File: config.mk
export PLATFORM = sky130hd
export DESIGN_NAME = uart_loader
export DESIGN_NICKNAME = d
export VERILOG_FILES = /design/src/rtl/uart_loader_pkg.sv /design/src/rtl/uart_loader.sv
export SDC_FILE = /design/constraint.sdc
export NUM_CORES = 1
export LEC_CHECK = 0
export ABC_AREA = 1
export CAP_MARGIN = 0
export CORE_MARGIN = 2
export CORE_UTILIZATION = 45
export CTS_BUF_LIST = sky130_fd_sc_hd__clkbuf_8
export DETAILED_ROUTE_END_ITERATION = 7
export MAX_ROUTING_LAYER = met4
export PLACE_DENSITY = 0.68
export SLEW_MARGIN = 20
export SYNTH_ARGS = -nofsm -noshare
export SYNTH_HDL_FRONTEND = slang
export SYNTH_SLANG_ARGS = --single-unit
File: constraint.sdc
create_clock -name clk -period 2 [get_ports clk]
set_input_delay 0.4 -clock clk [delete_from_list [all_inputs] [get_ports clk]]
set_output_delay 0.4 -clock clk [all_outputs]
set_load 0.01 [all_outputs]
File: src/rtl/uart_loader_pkg.sv
// uart_loader_pkg: shared types and constants for the uart boot loader.
//   - state_e : main FSM states (bus sequencing)
//   - phase_e : packet parser phases
//   - uart register addresses, status bit indices, default protocol bytes
package uart_loader_pkg;

  typedef enum logic [2:0] {
    ST_POLL,
    ST_READ,
    ST_MEM,
    ST_TX,
    ST_TXWAIT,
    ST_TXCLR,
    ST_GO
  } state_e;

  typedef enum logic [2:0] {
    PH_SYNC,
    PH_AHI,
    PH_ALO,
    PH_LEN,
    PH_DATA,
    PH_CSUM,
    PH_GHI,
    PH_GLO
  } phase_e;

  // uart register map
  localparam logic [3:0] REG_RX     = 4'd0;
  localparam logic [3:0] REG_TX     = 4'd1;
  localparam logic [3:0] REG_STATUS = 4'd2;

  // status register bit positions
  localparam int RX_INT = 1;
  localparam int TX_INT = 0;

  // protocol defaults
  localparam logic [7:0] DEF_SYNC_LOAD = 8'hA5;
  localparam logic [7:0] DEF_SYNC_GO   = 8'h5A;
  localparam logic [7:0] DEF_ACK       = 8'h06;
  localparam logic [7:0] DEF_NAK       = 8'h15;

  // value written to status to clear the tx interrupt
  localparam logic [7:0] TX_INT_CLR = 8'h01;

endpackage

File: src/rtl/uart_loader.sv
// uart_loader: boot loader acting as master on the uart 4-bit register bus.
// Polls the uart status, parses load (A5 AHI ALO LEN DATA.. CSUM) and go
// (5A GHI GLO CSUM) packets, writes payload bytes through a ready-handshaked
// byte port, answers ACK/NAK over uart TX and pulses go on a good go packet.
//
// Ports:
//   clk, reset_n        clock, async active-low reset
//   enable              loader active (sampled in POLL only)
//   u_addr/u_wdata/u_write/u_read/u_rdata   uart register bus (u_rdata is
//                       combinational, valid in the cycle u_read is high)
//   mem_addr/mem_wdata/mem_write/mem_ready  byte write port
//   busy                packet in progress
//   csum_err, timeout, go   one-cycle pulses
//   go_addr             entry address, held until the next go
//
// Handshake: a memory write is presented by holding mem_write, mem_addr and
// mem_wdata stable; it completes on the first cycle where mem_write and
// mem_ready are both high.
//
// Optional: define UART_LOADER_TIMEOUT_EN to build the inter-byte timeout
// (parameter TIMEOUT, in clk cycles). Without it, timeout is tied to 0.
module uart_loader
  import uart_loader_pkg::*;
#(
  parameter int         AW        = 16,
  parameter logic [7:0] SYNC_LOAD = DEF_SYNC_LOAD,
  parameter logic [7:0] SYNC_GO   = DEF_SYNC_GO,
  parameter logic [7:0] ACK       = DEF_ACK,
  parameter logic [7:0] NAK       = DEF_NAK
`ifdef UART_LOADER_TIMEOUT_EN
  , parameter int unsigned TIMEOUT = 2000000
`endif
) (
  input  logic          clk,
  input  logic          reset_n,
  input  logic          enable,
  output logic [3:0]    u_addr,
  output logic [7:0]    u_wdata,
  output logic          u_write,
  output logic          u_read,
  input  logic [7:0]    u_rdata,
  output logic [AW-1:0] mem_addr,
  output logic [7:0]    mem_wdata,
  output logic          mem_write,
  input  logic          mem_ready,
  output logic          busy,
  output logic          csum_err,
  output logic          timeout,
  output logic          go,
  output logic [AW-1:0] go_addr
);

  state_e        state_q, state_d;
  phase_e        phase_q, phase_d;
  logic          is_go_q, is_go_d;
  logic          go_pend_q, go_pend_d;
  logic          ack_q, ack_d;
  logic [7:0]    csum_q, csum_d;
  logic [7:0]    hi_q, hi_d;
  logic [8:0]    cnt_q, cnt_d;
  logic [AW-1:0] addr_q, addr_d;
  logic [AW-1:0] ent_q, ent_d;
  logic [7:0]    mem_wdata_q, mem_wdata_d;
  logic [AW-1:0] go_addr_q, go_addr_d;
  logic          csum_err_q, csum_err_d;
  logic          go_q, go_d;
  // bus outputs are registered: they are decoded from the next state
  logic          u_read_q, u_read_d;
  logic          u_write_q, u_write_d;
  logic [3:0]    u_addr_q, u_addr_d;
  logic [7:0]    u_wdata_q, u_wdata_d;
  logic          mem_write_q, mem_write_d;
  logic [7:0]    csum_sum;

`ifdef UART_LOADER_TIMEOUT_EN
  localparam int TW = $clog2(TIMEOUT + 1);
  logic [TW-1:0] tmo_q, tmo_d;
  logic          timeout_q, timeout_d;
`endif

  // running sum including the byte currently on u_rdata
  assign csum_sum = csum_q + u_rdata;

  always_comb begin
    state_d     = state_q;
    phase_d     = phase_q;
    is_go_d     = is_go_q;
    go_pend_d   = go_pend_q;
    ack_d       = ack_q;
    csum_d      = csum_q;
    hi_d        = hi_q;
    cnt_d       = cnt_q;
    addr_d      = addr_q;
    ent_d       = ent_q;
    mem_wdata_d = mem_wdata_q;
    csum_err_d  = 1'b0;
`ifdef UART_LOADER_TIMEOUT_EN
    tmo_d       = tmo_q;
    timeout_d   = 1'b0;
`endif

    case (state_q)
      ST_POLL: begin
`ifdef UART_LOADER_TIMEOUT_EN
        if (phase_q != PH_SYNC) begin
          if (tmo_q <= TW'(1)) begin
            timeout_d = 1'b1;
            phase_d   = PH_SYNC;
            tmo_d     = '0;
          end else begin
            tmo_d = tmo_q - TW'(1);
          end
        end
`endif
        if (!enable) begin
          phase_d = PH_SYNC;
        end else if (u_read_q && u_rdata[RX_INT]) begin
          state_d = ST_READ;
        end
      end

      ST_READ: begin
        state_d = ST_POLL;
        csum_d  = csum_sum;
`ifdef UART_LOADER_TIMEOUT_EN
        tmo_d   = TW'(TIMEOUT);
`endif
        case (phase_q)
          PH_SYNC: begin
            csum_d = 8'h00;
            if (u_rdata == SYNC_LOAD) begin
              phase_d = PH_AHI;
              is_go_d = 1'b0;
            end else if (u_rdata == SYNC_GO) begin
              phase_d = PH_GHI;
              is_go_d = 1'b1;
            end
          end
          PH_AHI: begin
            hi_d    = u_rdata;
            phase_d = PH_ALO;
          end
          PH_ALO: begin
            addr_d  = AW'({hi_q, u_rdata});
            phase_d = PH_LEN;
          end
          PH_LEN: begin
            // a length byte of 0 encodes 256
            cnt_d   = (u_rdata == 8'h00) ? 9'd256 : {1'b0, u_rdata};
            phase_d = PH_DATA;
          end
          PH_DATA: begin
            mem_wdata_d = u_rdata;
            state_d     = ST_MEM;
          end
          PH_CSUM: begin
            ack_d      = (csum_sum == 8'h00);
            csum_err_d = (csum_sum != 8'h00);
            go_pend_d  = is_go_q && (csum_sum == 8'h00);
            phase_d    = PH_SYNC;
            state_d    = ST_TX;
          end
          PH_GHI: begin
            hi_d    = u_rdata;
            phase_d = PH_GLO;
          end
          PH_GLO: begin
            ent_d   = AW'({hi_q, u_rdata});
            phase_d = PH_CSUM;
          end
          default: phase_d = PH_SYNC;
        endcase
      end

      ST_MEM: begin
        if (mem_ready) begin
          addr_d  = addr_q + AW'(1);
          cnt_d   = cnt_q - 9'd1;
          state_d = ST_POLL;
          if (cnt_q == 9'd1) phase_d = PH_CSUM;
        end
      end

      ST_TX:     state_d = ST_TXWAIT;

      ST_TXWAIT: if (u_read_q && u_rdata[TX_INT]) state_d = ST_TXCLR;

      ST_TXCLR:  state_d = go_pend_q ? ST_GO : ST_POLL;

      ST_GO: begin
        go_pend_d = 1'b0;
        state_d   = ST_POLL;
      end

      default:   state_d = ST_POLL;
    endcase

    // Output decode from the next state so every output comes from a flop.
    u_read_d    = ((state_d == ST_POLL) && enable) ||
                  (state_d == ST_READ) || (state_d == ST_TXWAIT);
    u_write_d   = (state_d == ST_TX) || (state_d == ST_TXCLR);
    u_addr_d    = 4'd0;
    u_wdata_d   = 8'h00;
    case (state_d)
      ST_POLL:   u_addr_d = enable ? REG_STATUS : 4'd0;
      ST_READ:   u_addr_d = REG_RX;
      ST_TX: begin
        u_addr_d  = REG_TX;
        u_wdata_d = ack_d ? ACK : NAK;
      end
      ST_TXWAIT: u_addr_d = REG_STATUS;
      ST_TXCLR: begin
        u_addr_d  = REG_STATUS;
        u_wdata_d = TX_INT_CLR;
      end
      default:   u_addr_d = 4'd0;
    endcase
    mem_write_d = (state_d == ST_MEM);
    go_d        = (state_d == ST_GO);
    go_addr_d   = (state_d == ST_GO) ? ent_q : go_addr_q;
  end

  always_ff @(posedge clk or negedge reset_n) begin
    if (!reset_n) begin
      state_q     <= ST_POLL;
      phase_q     <= PH_SYNC;
      is_go_q     <= 1'b0;
      go_pend_q   <= 1'b0;
      ack_q       <= 1'b0;
      csum_q      <= 8'h00;
      hi_q        <= 8'h00;
      cnt_q       <= 9'd0;
      addr_q      <= '0;
      ent_q       <= '0;
      mem_wdata_q <= 8'h00;
      go_addr_q   <= '0;
      csum_err_q  <= 1'b0;
      go_q        <= 1'b0;
      u_read_q    <= 1'b0;
      u_write_q   <= 1'b0;
      u_addr_q    <= 4'd0;
      u_wdata_q   <= 8'h00;
      mem_write_q <= 1'b0;
`ifdef UART_LOADER_TIMEOUT_EN
      tmo_q       <= '0;
      timeout_q   <= 1'b0;
`endif
    end else begin
      state_q     <= state_d;
      phase_q     <= phase_d;
      is_go_q     <= is_go_d;
      go_pend_q   <= go_pend_d;
      ack_q       <= ack_d;
      csum_q      <= csum_d;
      hi_q        <= hi_d;
      cnt_q       <= cnt_d;
      addr_q      <= addr_d;
      ent_q       <= ent_d;
      mem_wdata_q <= mem_wdata_d;
      go_addr_q   <= go_addr_d;
      csum_err_q  <= csum_err_d;
      go_q        <= go_d;
      u_read_q    <= u_read_d;
      u_write_q   <= u_write_d;
      u_addr_q    <= u_addr_d;
      u_wdata_q   <= u_wdata_d;
      mem_write_q <= mem_write_d;
`ifdef UART_LOADER_TIMEOUT_EN
      tmo_q       <= tmo_d;
      timeout_q   <= timeout_d;
`endif
    end
  end

  assign u_addr    = u_addr_q;
  assign u_wdata   = u_wdata_q;
  assign u_write   = u_write_q;
  assign u_read    = u_read_q;
  assign mem_addr  = addr_q;
  assign mem_wdata = mem_wdata_q;
  assign mem_write = mem_write_q;
  assign busy      = (phase_q != PH_SYNC);
  assign csum_err  = csum_err_q;
  assign go        = go_q;
  assign go_addr   = go_addr_q;
`ifdef UART_LOADER_TIMEOUT_EN
  assign timeout   = timeout_q;
`else
  assign timeout   = 1'b0;
`endif

endmodule

# After elaboration in Yosys (flattened, before gate mapping)
# Cells that the tools add are included.
[totals]
word_cells = 114
output_inout_bits = 59
input_bits = 12
ff_bits = 107
[classes]
reduce_logical = 28
n_mux = 34
n_addsub = 3
eq_ne = 30
[op_table]
columns = ["operator", "count"]
rows = [
  ["$mux 16", 2],
  ["$pmux 16 s2", 1],
  ["$eq 3x3->1 const B", 10],
  ["$mux 3", 10],
  ["$mux 9", 3],
  ["$pmux 3 s7", 1],
  ["$eq 3x2->1 const B", 6],
  ["$pmux 3 s6", 1],
  ["$pmux 9 s2", 1],
  ["$add 16x1->16 const B", 1],
  ["$logic_not 8->1", 2],
  ["$pmux 5 s2", 1],
  ["$eq 3x1->1 const B", 3],
  ["$eq 9x1->1 const B", 1],
  ["$logic_not 3->1", 3],
  ["$pmux 3 s3", 1],
  ["$reduce_and 3->1", 3],
  ["$sub 9x1->9 const B", 1],
  ["$add 8x8->8", 1],
  ["$eq 8x7->1 const B", 1],
  ["$eq 8x8->1 const B", 1],
  ["$mux 8", 1],
  ["$ne 8x2->1 const B", 1],
  ["$reduce_and 2->1", 4],
  ["16 further kinds", 35],
]

# Logic depth before layout (Yosys ltp)
[depth]
word_depth = 8
mapped_depth = 14
depth_no_buf = 14

# Worst setup path after synthesis
# Ideal clock, no wire load.
[synth_timing]
path_type = "input to register"
from = "input port u_rdata[0]"
to = "register u_wdata_q[0] (netlist: u_wdata[0])"
setup_ns = 0.120
stages = 13
path_slack_ns = 0.180
t_required_ns = 1.880
arrival_time_ns = 1.701
path_cell_list = "ha_1 inv_1 fa_1 inv_1 nand2_1 nand2_1 nand3_1 nand3_1 nand2_1 nor2_1 nand2_1 nand2_1 nand2_1"
[synth_between]
elab_chain_cells = 6
word_cells_on_any_way = 11
[synth_rtl]
columns = ["item", "line_no", "text"]
rows = [
  ["start: declaration", "uart_loader.sv:41", "input logic [7:0] u_rdata,"],
  ["$add 8x8->8", "uart_loader.sv:82", "assign csum_sum = csum_q + u_rdata;"],
  ["$logic_not 8->1", "uart_loader.sv:157", "ack_d = (csum_sum == 8'h00);"],
  ["$mux 1", "uart_loader.sv:128", "case (phase_q)"],
  ["$mux 1", "uart_loader.sv:102", "case (state_q)"],
  ["$mux 5", "uart_loader.sv:209", "u_wdata_d = ack_d ? ACK : NAK;"],
  ["$pmux 5 s2 *", "uart_loader.sv:204", "case (state_d)"],
  ["net u_wdata_d[0]", "uart_loader.sv:71", "logic [7:0] u_wdata_q, u_wdata_d;"],
  ["end signal: assignment", "uart_loader.sv:266", "u_wdata_q <= u_wdata_d;"],
  ["end: declaration", "uart_loader.sv:71", ""],
]
# Mark *: on every way through the listed nets, which the timed path passes. The rest lies on a longest branch.
# A chain may end at the register's enable or synchronous reset.

# Worst setup path after layout
[layout_timing]
from = "register phase_q[0]"
to = "output port busy"
[layout_between]
elab_chain_cells = 1
[layout_rtl]
columns = ["item", "line_no", "text"]
rows = [
  ["start: declaration", "uart_loader.sv:54", "phase_e phase_q, phase_d;"],
  ["start signal: assignment", "uart_loader.sv:250", "phase_q <= phase_d;"],
  ["$reduce_bool 3->1", "uart_loader.sv:282", "assign busy = (phase_q != PH_SYNC);"],
  ["end: declaration", "uart_loader.sv:46", "output logic busy,"],
]
# No other way between the ends.

==> run metrics <==
synthesis-to-finish area growth=25.72%; setup slack at placement=-0.5369 ns; WL final=roughly 13000 µm; ratio of cells with drive above 1 in the final layout=12.20%; CTS buffer count=9; initial antenna violation count=0; Final Setup Violations=0; final hold viol count=0; final std cells w/o fill=878; Worst EP arrival=roughly 1.5 ns; nets@finish=about 760; Critical Path End Type=primary output; Clock Pin Slew Worst Setup and Hold Paths=roughly 0.10 ns; grt ovf=0; Top FF cell, synth=dfrtp_1; Crit. Startpoint=phase_q[0]; adder-cell share of the synthesized area=under 10%; root buf cell=clkbuf_8; chip width=about 110 µm; HPWL after DPL=between 9000 and 10000 µm; worst setup margin=~0.12 ns; max-slew violations=0; Yosys warning count=0; worst rel slew slack=58.49%; crit share post-route=between 90% and 100%; Vias=4482; clk sinks=101; core area=about 11000 µm²; Max VDD drop=0.6337 mV; first-pass GRT wire length=a little over 20000 µm; origin of the critical flop-to-flop path=csum_q[0]; DRT iter0 DRCs=about 290; Post-synth EDFFs=0; Post-CTS Setup Bufs=0; CP peak stage delay=0.47 ns; GRT Total Usage=approximately 23%; vias per inst=5.105; htree depth=3; drt pass-1 iters=5; CP Max Fanout=7; Final Instance Area=approximately 6300 µm²; type of the worst setup path=reg -> out; worst skew pair latency=0.37 ns; Routed Antenna Nets=0; Hold Startpoint=ent_q[2]; synthesized instance count=~630; Filler Cells Inserted=968; syn avg cell area=7.974 µm²; status=finished, final reports clean; DP Area=around 6000 µm²; CP required=roughly 1.6 ns; DRC=0; Sequential Area=between 2000 and 3000 µm²; # diodes=0; largest net degree at the start of global routing=38; Simple-Gate Fraction of Synth Area=about a quarter; vias in the first global route=4142; actual slew at the worst max-slew pin=around 0.62 ns; Die Footprint=roughly 12000 µm²; crit path launch type=register; port bufs=63; CP max-delay cell=dfrtp_2; CTS tree=done; register area share after synthesis=roughly 50%; Compound-Gate Fraction of Synth Area=~13%; RePlAce Congestion=0.9237; Max Fclk=~530 MHz; Die Y=109.8 µm; Fin Clk Skew=0.01090 ns; post-route minimum period=1.881 ns; Leak=around 3.2 nW; max_cap viols=0; mux cell area share after synthesis=0%; Multi-input gate area=roughly 2100 µm²; ys async rst share=100.0%; Pwr Total=8.157 mW; Mapped Area=around 5000 µm²; Post-Synth XOR/XNOR Area=1.043%; Hold Crit Class=reg -> reg; CP cell instances=nor2_2 -> inv_1 -> nor2_2 -> inv_1 -> dlygate4sd2_1; DP Cell Count=861; IO Count=between 70 and 80; WL per Instance=~15 µm; Seq cells post-synth=roughly 100; row count=38; Clock Path Buffers=2; Synth cell types=40; RSZ-0062 raised after global routing=false; largest family of logic cells by synthesized area=simple AND/OR/NAND/NOR gates; pwr/cell area=approximately 1300 nW/µm²; Starting Density=a little under half; hold slack=0.4822 ns
## power breakdown
| group | total (mW) | switching [mW] | internal [mW] |
|---|---|---|---|
| registers | 3.23 | 0.556 | 2.67 |
| clock network | 1.41 | 0.770 | 0.635 |
| logic | 3.52 | 1.94 | 1.58 |
## sequential cells by signal, summed over array words and instances, names as in the netlist
name,flops
csum_err,1
mem_write,1
ent_q,16
go_addr,16
ack_q,1
u_addr,2
cnt_q,9
u_write,1
go_pend_q,1
go,1
mem_wdata,8
phase_q,3
u_wdata,4
hi_q,8
mem_addr,16
u_read,1
state_q,3
csum_q,8
is_go_q,1
## critical path, delay by kind of cell (launching register included)
family | cells | cell delay, ns
buf+inv | 3 | 0.42
flops | 1 | 0.47
simple gates | 2 | 0.23
## synthesized netlist by cell type, drive strengths merged (2+ instances only)
library cell	instances	area share, %
a21oi	33	3.4
a22o	4	0.70
a31oi	2	0.25
buf	16	2.1
clkbuf	8	0.60
dfrtp	101	50
ha	10	2.5
inv	75	5.6
nand2	189	14
nand3	30	3.2
nand4	8	0.99
nor2	47	3.5
nor3	11	1.4
o211ai	2	0.40
o21ai	71	7.1
o22ai	3	0.37
o31ai	4	0.60
or2	5	0.62
xnor2	4	0.70
xor2	2	0.35
## cells in the final DEF, fill, tap and decap left out, types with 5 or more instances in the layout
cell type	synthesis	layout
clkbuf_8	0	10
ha_1	10	9
clkdlybuf4s50_1	0	59
o21ai_1	6	6
nand3_1	28	28
nand2_1	186	183
nand4_1	8	8
or2_2	5	5
dfrtp_1	101	100
a21oi_1	32	32
inv_1	71	71
nand2_2	3	6
nor2_1	47	43
conb_1	1	7
o21ai_0	64	64
nor3_1	9	9
buf_4	7	43
## layout make-up
type	count	area share [%]
clock buffers	10	2.172
clock inverters	6	1.205
inverters	75	4.483
multi-input cells	438	33.73
flip-flops and latches	101	39.91
well taps	140	2.765
repair buffers	108	15.74
## per-layer routing
layer / vias up / global-route usage [%] / wire [µm]
li1: 2228 / - / -
met5: - / - / 0
met4: 0 / 6.058 / 158
met1: 2140 / 30.86 / 5914
met2: 103 / 35.32 / 6222
met3: 11 / 3.794 / 540
## final timing paths
path,slack [ns],depth (start not counted),to
max in group asynchronous,0.90,3,u_wdata[1]
max reg2reg,0.15,10,u_wdata[4]
min,0.48,2,go_addr[2]
min in group asynchronous,0.53,2,ent_q[3]
min reg2reg,0.48,2,go_addr[2]
max,0.12,5,busy
## metrics by stage
| step | setup TNS [ns] | util, % |
|---|---|---|
| 4_1_cts | 0 | 58.10 |
| 3_3_place_gp | -3.702 | 55.88 |
| 5_1_grt | 0 | 58.19 |
| 6_report | 0 | 58.19 |
| 2_1_floorplan | 0 | - |
| 3_5_place_dp | -4.332 | 55.88 |
## logic make-up (layout without fill, tap and decap cells)
logic type,count (synthesis),in the layout
DFF,101,101
buffers and inverters,99,199
other,1,7
adders and majority gates,11,11
and+or+nand+nor,291,291
AOI/OAI and AO/OA,123,123
xor gates and xnor gates,6,6
## what timing repair did
item | CTS | global route
pin swaps | 2 | 2
hold buffers | 1 | 0
gates resized for setup | 9 | 4
hold endpoints to repair | 18 | 0
setup endpoints to repair | 7 | 8
Note: power is estimated with default switching activity, not from simulation.
